[config.mk]
export PLATFORM = sky130hd
export DESIGN_NAME = uart_prog_loader
export DESIGN_NICKNAME = d
export VERILOG_FILES = /design/src/rtl/uart_prog_loader.sv
export SDC_FILE = /design/constraint.sdc
export NUM_CORES = 1
export LEC_CHECK = 0
export CAP_MARGIN = 20
export CORE_ASPECT_RATIO = 1.4
export CORE_MARGIN = 2
export CORE_UTILIZATION = 50
export DETAILED_ROUTE_END_ITERATION = 10
export GPL_TIMING_DRIVEN = 0
export PLACE_DENSITY_LB_ADDON = 0.15
export SETUP_SLACK_MARGIN = 0.02
export SYNTH_ARGS = -nofsm -noshare
export SYNTH_HDL_FRONTEND = slang
export SYNTH_SLANG_ARGS = --single-unit
[constraint.sdc]
create_clock -name clk -period 2.22 [get_ports clk]
set_clock_uncertainty 0.1 [all_clocks]
set_input_delay 0.222 -clock clk [delete_from_list [all_inputs] [get_ports clk]]
set_output_delay 0.222 -clock clk [all_outputs]
set_load 0.1 [all_outputs]
[src/rtl/uart_prog_loader.sv]
// UART 8N1 program-image loader: assembles little-endian bytes into 32-bit words for imem and
// holds the core in reset until the image is complete. Optional trailing checksum: LOADER_CHECKSUM_EN.
module uart_prog_loader #(
  parameter int unsigned CLKS_PER_BIT = 868,
  parameter int unsigned IMEM_DEPTH   = 256,
  parameter int unsigned ADDR_W       = 8
) (
  input  logic              clk,
  input  logic              rst,
  input  logic              rx,
  output logic [31:0]       instruction,
  output logic              en,
  output logic [ADDR_W-1:0] addr,
  output logic              core_rst,
  output logic              done,
  output logic              error
);

  localparam int unsigned      CNT_W   = (CLKS_PER_BIT > 1) ? $clog2(CLKS_PER_BIT) : 1;
  localparam logic [CNT_W-1:0] HALF_M1 = CNT_W'(CLKS_PER_BIT / 2 - 1);
  localparam logic [CNT_W-1:0] FULL_M1 = CNT_W'(CLKS_PER_BIT - 1);
  localparam logic [15:0]      DEPTH16 = 16'(IMEM_DEPTH);

  typedef enum logic [1:0] {RX_IDLE, RX_START, RX_DATA, RX_STOP} rx_state_e;

`ifdef LOADER_CHECKSUM_EN
  typedef enum logic [2:0] {LD_LEN_LO, LD_LEN_HI, LD_DATA, LD_CHK, LD_DONE, LD_ERR} ld_state_e;
`else
  typedef enum logic [2:0] {LD_LEN_LO, LD_LEN_HI, LD_DATA, LD_DONE, LD_ERR} ld_state_e;
`endif

  logic             rx_meta_q, rx_sync_q;
  rx_state_e        rx_state_q;
  logic [CNT_W-1:0] cnt_q;
  logic [2:0]       bit_q;
  logic [7:0]       rx_byte_q;
  logic             byte_valid_q, frame_err_q;

  ld_state_e        ld_state_q;
  logic [7:0]       len_lo_q;
  logic [15:0]      n_q, widx_q;
  logic [1:0]       bcnt_q;
  logic [23:0]      shift_q;
  logic [31:0]      instruction_q;
  logic             en_q, core_rst_q, done_q, error_q;
  logic [ADDR_W-1:0] addr_q;
  logic [15:0]      len_c;
`ifdef LOADER_CHECKSUM_EN
  logic [7:0]       xor_q;
`endif

  assign len_c       = {rx_byte_q, len_lo_q};
  assign instruction = instruction_q;
  assign en          = en_q;
  assign addr        = addr_q;
  assign core_rst    = core_rst_q;
  assign done        = done_q;
  assign error       = error_q;

  // Two-flop synchronizer; idles high so reset never looks like a start bit.
  always_ff @(posedge clk or negedge rst) begin
    if (!rst) begin
      rx_meta_q <= 1'b1;
      rx_sync_q <= 1'b1;
    end else begin
      rx_meta_q <= rx;
      rx_sync_q <= rx_meta_q;
    end
  end

  // Byte receiver: mid-bit sampling, start-bit glitch rejection, stop-bit framing check.
  always_ff @(posedge clk or negedge rst) begin
    if (!rst) begin
      rx_state_q   <= RX_IDLE;
      cnt_q        <= '0;
      bit_q        <= '0;
      rx_byte_q    <= '0;
      byte_valid_q <= 1'b0;
      frame_err_q  <= 1'b0;
    end else begin
      byte_valid_q <= 1'b0;
      frame_err_q  <= 1'b0;
      case (rx_state_q)
        RX_IDLE: begin
          cnt_q <= '0;
          if (!rx_sync_q) rx_state_q <= RX_START;
        end
        RX_START: begin
          if (cnt_q == HALF_M1) begin
            cnt_q      <= '0;
            bit_q      <= '0;
            rx_state_q <= rx_sync_q ? RX_IDLE : RX_DATA;
          end else begin
            cnt_q <= cnt_q + CNT_W'(1);
          end
        end
        RX_DATA: begin
          if (cnt_q == FULL_M1) begin
            cnt_q     <= '0;
            rx_byte_q <= {rx_sync_q, rx_byte_q[7:1]};
            bit_q     <= bit_q + 3'd1;
            if (bit_q == 3'd7) rx_state_q <= RX_STOP;
          end else begin
            cnt_q <= cnt_q + CNT_W'(1);
          end
        end
        RX_STOP: begin
          if (cnt_q == FULL_M1) begin
            cnt_q        <= '0;
            byte_valid_q <= rx_sync_q;
            frame_err_q  <= ~rx_sync_q;
            rx_state_q   <= RX_IDLE;
          end else begin
            cnt_q <= cnt_q + CNT_W'(1);
          end
        end
        default: rx_state_q <= RX_IDLE;
      endcase
    end
  end

  // Load sequencer: length header, word assembly and strobe, optional checksum, terminal states.
  always_ff @(posedge clk or negedge rst) begin
    if (!rst) begin
      ld_state_q    <= LD_LEN_LO;
      len_lo_q      <= '0;
      n_q           <= '0;
      widx_q        <= '0;
      bcnt_q        <= '0;
      shift_q       <= '0;
      instruction_q <= '0;
      en_q          <= 1'b0;
      addr_q        <= '0;
      core_rst_q    <= 1'b0;
      done_q        <= 1'b0;
      error_q       <= 1'b0;
`ifdef LOADER_CHECKSUM_EN
      xor_q         <= '0;
`endif
    end else begin
      en_q <= 1'b0;
      if (frame_err_q && ld_state_q != LD_DONE && ld_state_q != LD_ERR) begin
        error_q    <= 1'b1;
        ld_state_q <= LD_ERR;
      end else if (byte_valid_q) begin
        case (ld_state_q)
          LD_LEN_LO: begin
            len_lo_q   <= rx_byte_q;
            ld_state_q <= LD_LEN_HI;
          end
          LD_LEN_HI: begin
            if (len_c == 16'd0) begin
              done_q     <= 1'b1;
              core_rst_q <= 1'b1;
              ld_state_q <= LD_DONE;
            end else if (len_c > DEPTH16) begin
              error_q    <= 1'b1;
              ld_state_q <= LD_ERR;
            end else begin
              n_q        <= len_c;
              widx_q     <= '0;
              bcnt_q     <= '0;
              ld_state_q <= LD_DATA;
            end
          end
          LD_DATA: begin
            bcnt_q <= bcnt_q + 2'd1;
`ifdef LOADER_CHECKSUM_EN
            xor_q  <= xor_q ^ rx_byte_q;
`endif
            if (bcnt_q == 2'd3) begin
              instruction_q <= {rx_byte_q, shift_q};
              en_q          <= 1'b1;
              addr_q        <= ADDR_W'(widx_q);
              widx_q        <= widx_q + 16'd1;
              if (widx_q == n_q - 16'd1) begin
`ifdef LOADER_CHECKSUM_EN
                ld_state_q <= LD_CHK;
`else
                done_q     <= 1'b1;
                core_rst_q <= 1'b1;
                ld_state_q <= LD_DONE;
`endif
              end
            end else begin
              shift_q <= {rx_byte_q, shift_q[23:8]};
            end
          end
`ifdef LOADER_CHECKSUM_EN
          LD_CHK: begin
            if (rx_byte_q == xor_q) begin
              done_q     <= 1'b1;
              core_rst_q <= 1'b1;
              ld_state_q <= LD_DONE;
            end else begin
              error_q    <= 1'b1;
              ld_state_q <= LD_ERR;
            end
          end
`endif
          default: ;
        endcase
      end
    end
  end

endmodule

==> metrics.txt <==
# TYPE chip_impl_metric gauge
chip_impl_metric{name="reg2regPathDepth",unit=""} 7
chip_impl_metric{name="synthesis.instances",unit=""} 526
chip_impl_info{name="run_status",value="finished, violations left"} 1
chip_impl_metric{name="total_non_filler_cell_area_in_the_finished_layout",unit="µm²"} 8100
chip_impl_metric{name="synth_enable_flop_cells",unit=""} 0
chip_impl_metric{name="postPlaceCellArea",unit="µm²"} 7030
chip_impl_metric{name="final.period_utilization",unit=""} 1.02
chip_impl_metric{name="grt_pass1_wl",unit="µm"} 22900
chip_impl_metric{name="antenna_found_initial",unit=""} 0
chip_impl_metric{name="detailedPlacementHpwl",unit="µm"} 9010
chip_impl_metric{name="drive_gt1_frac",unit=""} 0.354
chip_impl_metric{name="timing.hold.worst_path_depth",unit=""} 1
chip_impl_metric{name="placed_cells",unit=""} 723
chip_impl_metric{name="gp_congestion",unit=""} 0.818
chip_impl_info{name="crit-reg2reg-capture",value="widx_q[11]"} 1
chip_impl_metric{name="wl",unit="µm"} 13900
chip_impl_metric{name="yosys_warning_total",unit=""} 0
chip_impl_info{name="clock-root-buffer",value="sky130_fd_sc_hd__clkbuf_16"} 1
chip_impl_metric{name="die_footprint",unit="µm²"} 13600
chip_impl_metric{name="mapped_area",unit="µm²"} 6360
chip_impl_metric{name="postRouteAntennaNets",unit=""} 0
chip_impl_metric{name="detail_route.iter0.violations",unit=""} 203
chip_impl_metric{name="timing.critical_path.fanout_max",unit=""} 5
chip_impl_metric{name="overflow",unit=""} 0
chip_impl_metric{name="finalMaxSlewViolations",unit=""} 0
chip_impl_info{name="layout.cells.most_common_list",value="132 x sky130_fd_sc_hd__dfrtp_1, 81 x sky130_fd_sc_hd__mux2_2, 44 x sky130_fd_sc_hd__dlygate4sd2_1, 28 x sky130_fd_sc_hd__nand2_1, 24 x sky130_fd_sc_hd__nor2_1"} 1
chip_impl_metric{name="grt_util_all_layers",unit=""} 0.216
chip_impl_metric{name="top_level_i_o_count",unit=""} 47
chip_impl_metric{name="setup.reg_to_reg.worst_slack",unit="ns"} -0.05
chip_impl_metric{name="placement_rows",unit=""} 48
chip_impl_metric{name="wl_per_cell",unit="µm"} 17.9
chip_impl_metric{name="hold_viol",unit=""} 0
chip_impl_metric{name="floorplan.die.width",unit="µm"} 99.3
chip_impl_metric{name="achievable_clock_frequency",unit="MHz"} 441
chip_impl_metric{name="max-cap-violations",unit=""} 0
chip_impl_metric{name="path_clk_slew",unit="ns"} 0.06
chip_impl_info{name="hold_path_startpoint",value="rx"} 1
chip_impl_metric{name="syn_area_per_cell",unit="µm²"} 12.1
chip_impl_info{name="hold_path.class",value="primary input to flip-flop"} 1
chip_impl_info{name="criticalPathCategory",value="flip-flop to flip-flop"} 1
chip_impl_metric{name="static-leakage-power",unit="nW"} 4.01
chip_impl_metric{name="fin_ws",unit="ns"} -0.0497
chip_impl_metric{name="layoutNonFillerInstCount",unit=""} 778
chip_impl_metric{name="number_of_detailed_routing_iterations_run_before_antenna_repair",unit=""} 4
chip_impl_metric{name="period_minus_slack",unit="ns"} 2.27
chip_impl_info{name="worst_hold_path.endpoint",value="rx_meta_q"} 1
chip_impl_metric{name="maximum_number_of_pins_on_one_net_before_global_route_repair",unit=""} 81
chip_impl_info{name="post_synth_top_flop",value="sky130_fd_sc_hd__dfrtp_1"} 1
chip_impl_metric{name="start_util",unit=""} 0.514
chip_impl_metric{name="tritoncts_num_sinks",unit=""} 139
chip_impl_metric{name="detail_route.vias_per_cell",unit=""} 5.72
chip_impl_metric{name="slew-limit-headroom",unit=""} 0.357
chip_impl_info{name="cts_tree",value="built"} 1
chip_impl_info{name="reg_to_reg_start",value="len_lo_q[2]"} 1
chip_impl_metric{name="post-route-drc-count",unit=""} 0
chip_impl_metric{name="worst-endpoint-arrival",unit="ns"} 2.47
chip_impl_metric{name="vias",unit=""} 4447
chip_impl_metric{name="synth_seq_area_share",unit=""} 0.548
chip_impl_metric{name="area.growth.synth_to_final",unit="%"} 27.4
chip_impl_metric{name="numCtsBuffers",unit=""} 17
chip_impl_metric{name="cts.path.max_buffers",unit=""} 2
chip_impl_info{name="critPathCaptureType",value="flip-flop"} 1
chip_impl_metric{name="via_count_of_the_first_global_routing_pass",unit=""} 4500
chip_impl_info{name="setup_repair_after_global_routing_missed_its_margin",value="yes"} 1
chip_impl_info{name="failed_checks",value="setup timing"} 1
chip_impl_metric{name="worst_slew_pin_tran",unit="ns"} 0.968
chip_impl_metric{name="core_area",unit="µm²"} 12400
chip_impl_metric{name="worstSkewPairLatency",unit="ns"} 0.42
chip_impl_metric{name="cts.htree.levels",unit=""} 4
chip_impl_metric{name="synth.ff_latch_count",unit=""} 139
chip_impl_metric{name="netlist-cell-type-count",unit=""} 61
chip_impl_info{name="final_common_cell",value="sky130_fd_sc_hd__dfrtp_1"} 1
chip_impl_metric{name="fin_util",unit=""} 0.654
chip_impl_metric{name="antenna_cells",unit=""} 0
chip_impl_metric{name="fp.dieH",unit="µm"} 137
chip_impl_metric{name="nets",unit=""} 625
chip_impl_metric{name="setup_viol_count_final",unit=""} 11
chip_impl_metric{name="totalPowerFinal",unit="mW"} 5.51
chip_impl_info{name="setup.worst_path.start_class",value="flip-flop"} 1
chip_impl_metric{name="syn-num-nets",unit=""} 536
chip_impl_metric{name="cp.required",unit="ns"} 2.42
chip_impl_metric{name="power.density",unit="nW/µm²"} 681
chip_impl_metric{name="synth_async_sr_flop_share",unit=""} 1.00
chip_impl_metric{name="port_buffers",unit=""} 46
chip_impl_metric{name="vdd_ir_drop_max",unit="mV"} 0.426
[timing repair]
item / CTS / global route
setup endpoints to repair: 154 / 83
setup buffers: 19 / 6
endpoints found under the hold margin: 57 / 0
resized for setup: 107 / 32
pin swaps: 22 / 17
hold buffers: 1 / 0
cloned: 1 / 0
[power by group]
group	total [mW]	internal, mW	leakage, nW	switching (mW)
clock network	2.92	1.63	0.303	1.28
registers	2.54	2.54	1.91	0.00130
logic	0.0592	0.00978	1.80	0.0494
total	5.51	4.18	4.01	1.33
[layer usage]
| metal | GRT usage | up-vias | wire, µm |
|---|---|---|---|
| li1 | - | 2091 | - |
| met1 | 0.256 | 2260 | 5740 |
| met2 | 0.381 | 82 | 7530 |
| met3 | 0.0553 | 14 | 418 |
| met4 | 0.0746 | 0 | 212 |
| met5 | 0 | - | 0 |
[layout make-up]
cell class / instances / area (µm²)
fill: 929 / 4280
multi-input combinational: 354 / 2970
clock inverter: 15 / 198
sequential: 139 / 3490
buffer: 20 / 128
inverter: 9 / 37.5
tap: 150 / 188
timing repair buffer: 74 / 662
clock buffer: 17 / 425
[kinds of logic (layout without fill, tap and decap cells)]
kind of cell | Yosys count | after routing | share of synthesized area
XOR/XNOR | 25 | 25 | 0.0344
multiplexers | 90 | 90 | 0.159
adder cells (fa/ha/maj) | 7 | 7 | 0.0138
AO/OA/AOI/OAI | 85 | 85 | 0.0840
buffers and inverters | 33 | 135 | 0.0264
flip-flops | 139 | 139 | 0.548
AND/OR/NAND/NOR | 147 | 147 | 0.135
[how the worst max path moves through the flow]
stage | startpoint | endpoint | slack [ns] | depth (start not counted)
finish | len_lo_q[2] | widx_q[11] | -0.05 | 7
global route | widx_q[3] | widx_q[11] | -0.11 | 7
CTS | rx_byte_q[7] | widx_q[14] | -0.08 | 8
detailed placement | bcnt_q[0] | widx_q[10] | -0.47 | 7
global placement | rst | instruction[14] | -4.57 | 1
floorplan | rx_byte_q[7] | n_q[2] | 0.02 | 5
[state kept, by name, summed over array words and instances, names as in the netlist, named ones only]
| name | cells |
|---|---|
| error | 1 |
| len_lo_q | 8 |
| rx_sync_q | 1 |
| instruction | 32 |
| shift_q | 24 |
| cnt_q | 10 |
| rx_state_q | 1 |
| rx_meta_q | 1 |
| ld_state_q | 3 |
| bcnt_q | 2 |
| bit_q | 3 |
| rx_byte_q | 8 |
| n_q | 16 |
| en | 1 |
| done | 1 |
| addr | 8 |
| frame_err_q | 1 |
| widx_q | 16 |
| byte_valid_q | 1 |
[synth_stat cells, drive strengths merged, types with 2 or more instances]
cell type	n	share of area
a21oi	12	0.0094
dfrtp	137	0.54
nand3	11	0.0087
nor2	26	0.016
buf	13	0.015
xnor2	12	0.017
mux2i	2	0.0031
dfstp	2	0.0083
or4	4	0.0053
o41ai	2	0.0028
nand4b	3	0.0041
and4	2	0.0028
nor4	7	0.014
nor3	12	0.013
nand4	14	0.014
clkbuf	11	0.0065
nand2	31	0.018
or2	2	0.0020
nor2b	15	0.015
a41oi	3	0.0041
xor2	13	0.018
inv	8	0.0047
mux2	88	0.16
nand2b	4	0.0039
ha	7	0.014
nand3b	3	0.0035
a211oi	3	0.0035
or3	2	0.0020
and2	2	0.0020
and3	5	0.0057
a31oi	8	0.0079
o21ai	37	0.031
o31ai	6	0.0071
o22ai	3	0.0030
[stage by stage]
stage | TNS, ns | hold WS (ns) | worst slack, ns
2_1_floorplan | 0 | -0.174 | 0.0235
3_3_place_gp | -654.76 | 0.246 | -4.57
3_5_place_dp | -26.91 | 0.133 | -0.471
4_1_cts | -0.879 | 0.0926 | -0.0784
5_1_grt | -2.19 | 0.0915 | -0.112
6_report | -0.254 | 0.105 | -0.0497
[worst max-delay path, stage by stage (launching register included)]
cell                      delay, ns
sky130_fd_sc_hd__dfrtp_1       0.40
sky130_fd_sc_hd__or4_4         0.57
sky130_fd_sc_hd__or3_4         0.38
sky130_fd_sc_hd__and3_4        0.16
sky130_fd_sc_hd__o21ai_4       0.22
sky130_fd_sc_hd__buf_6         0.18
sky130_fd_sc_hd__o21ai_1       0.06
sky130_fd_sc_hd__o41ai_1       0.07
Note: power is estimated with default switching activity, not from simulation.
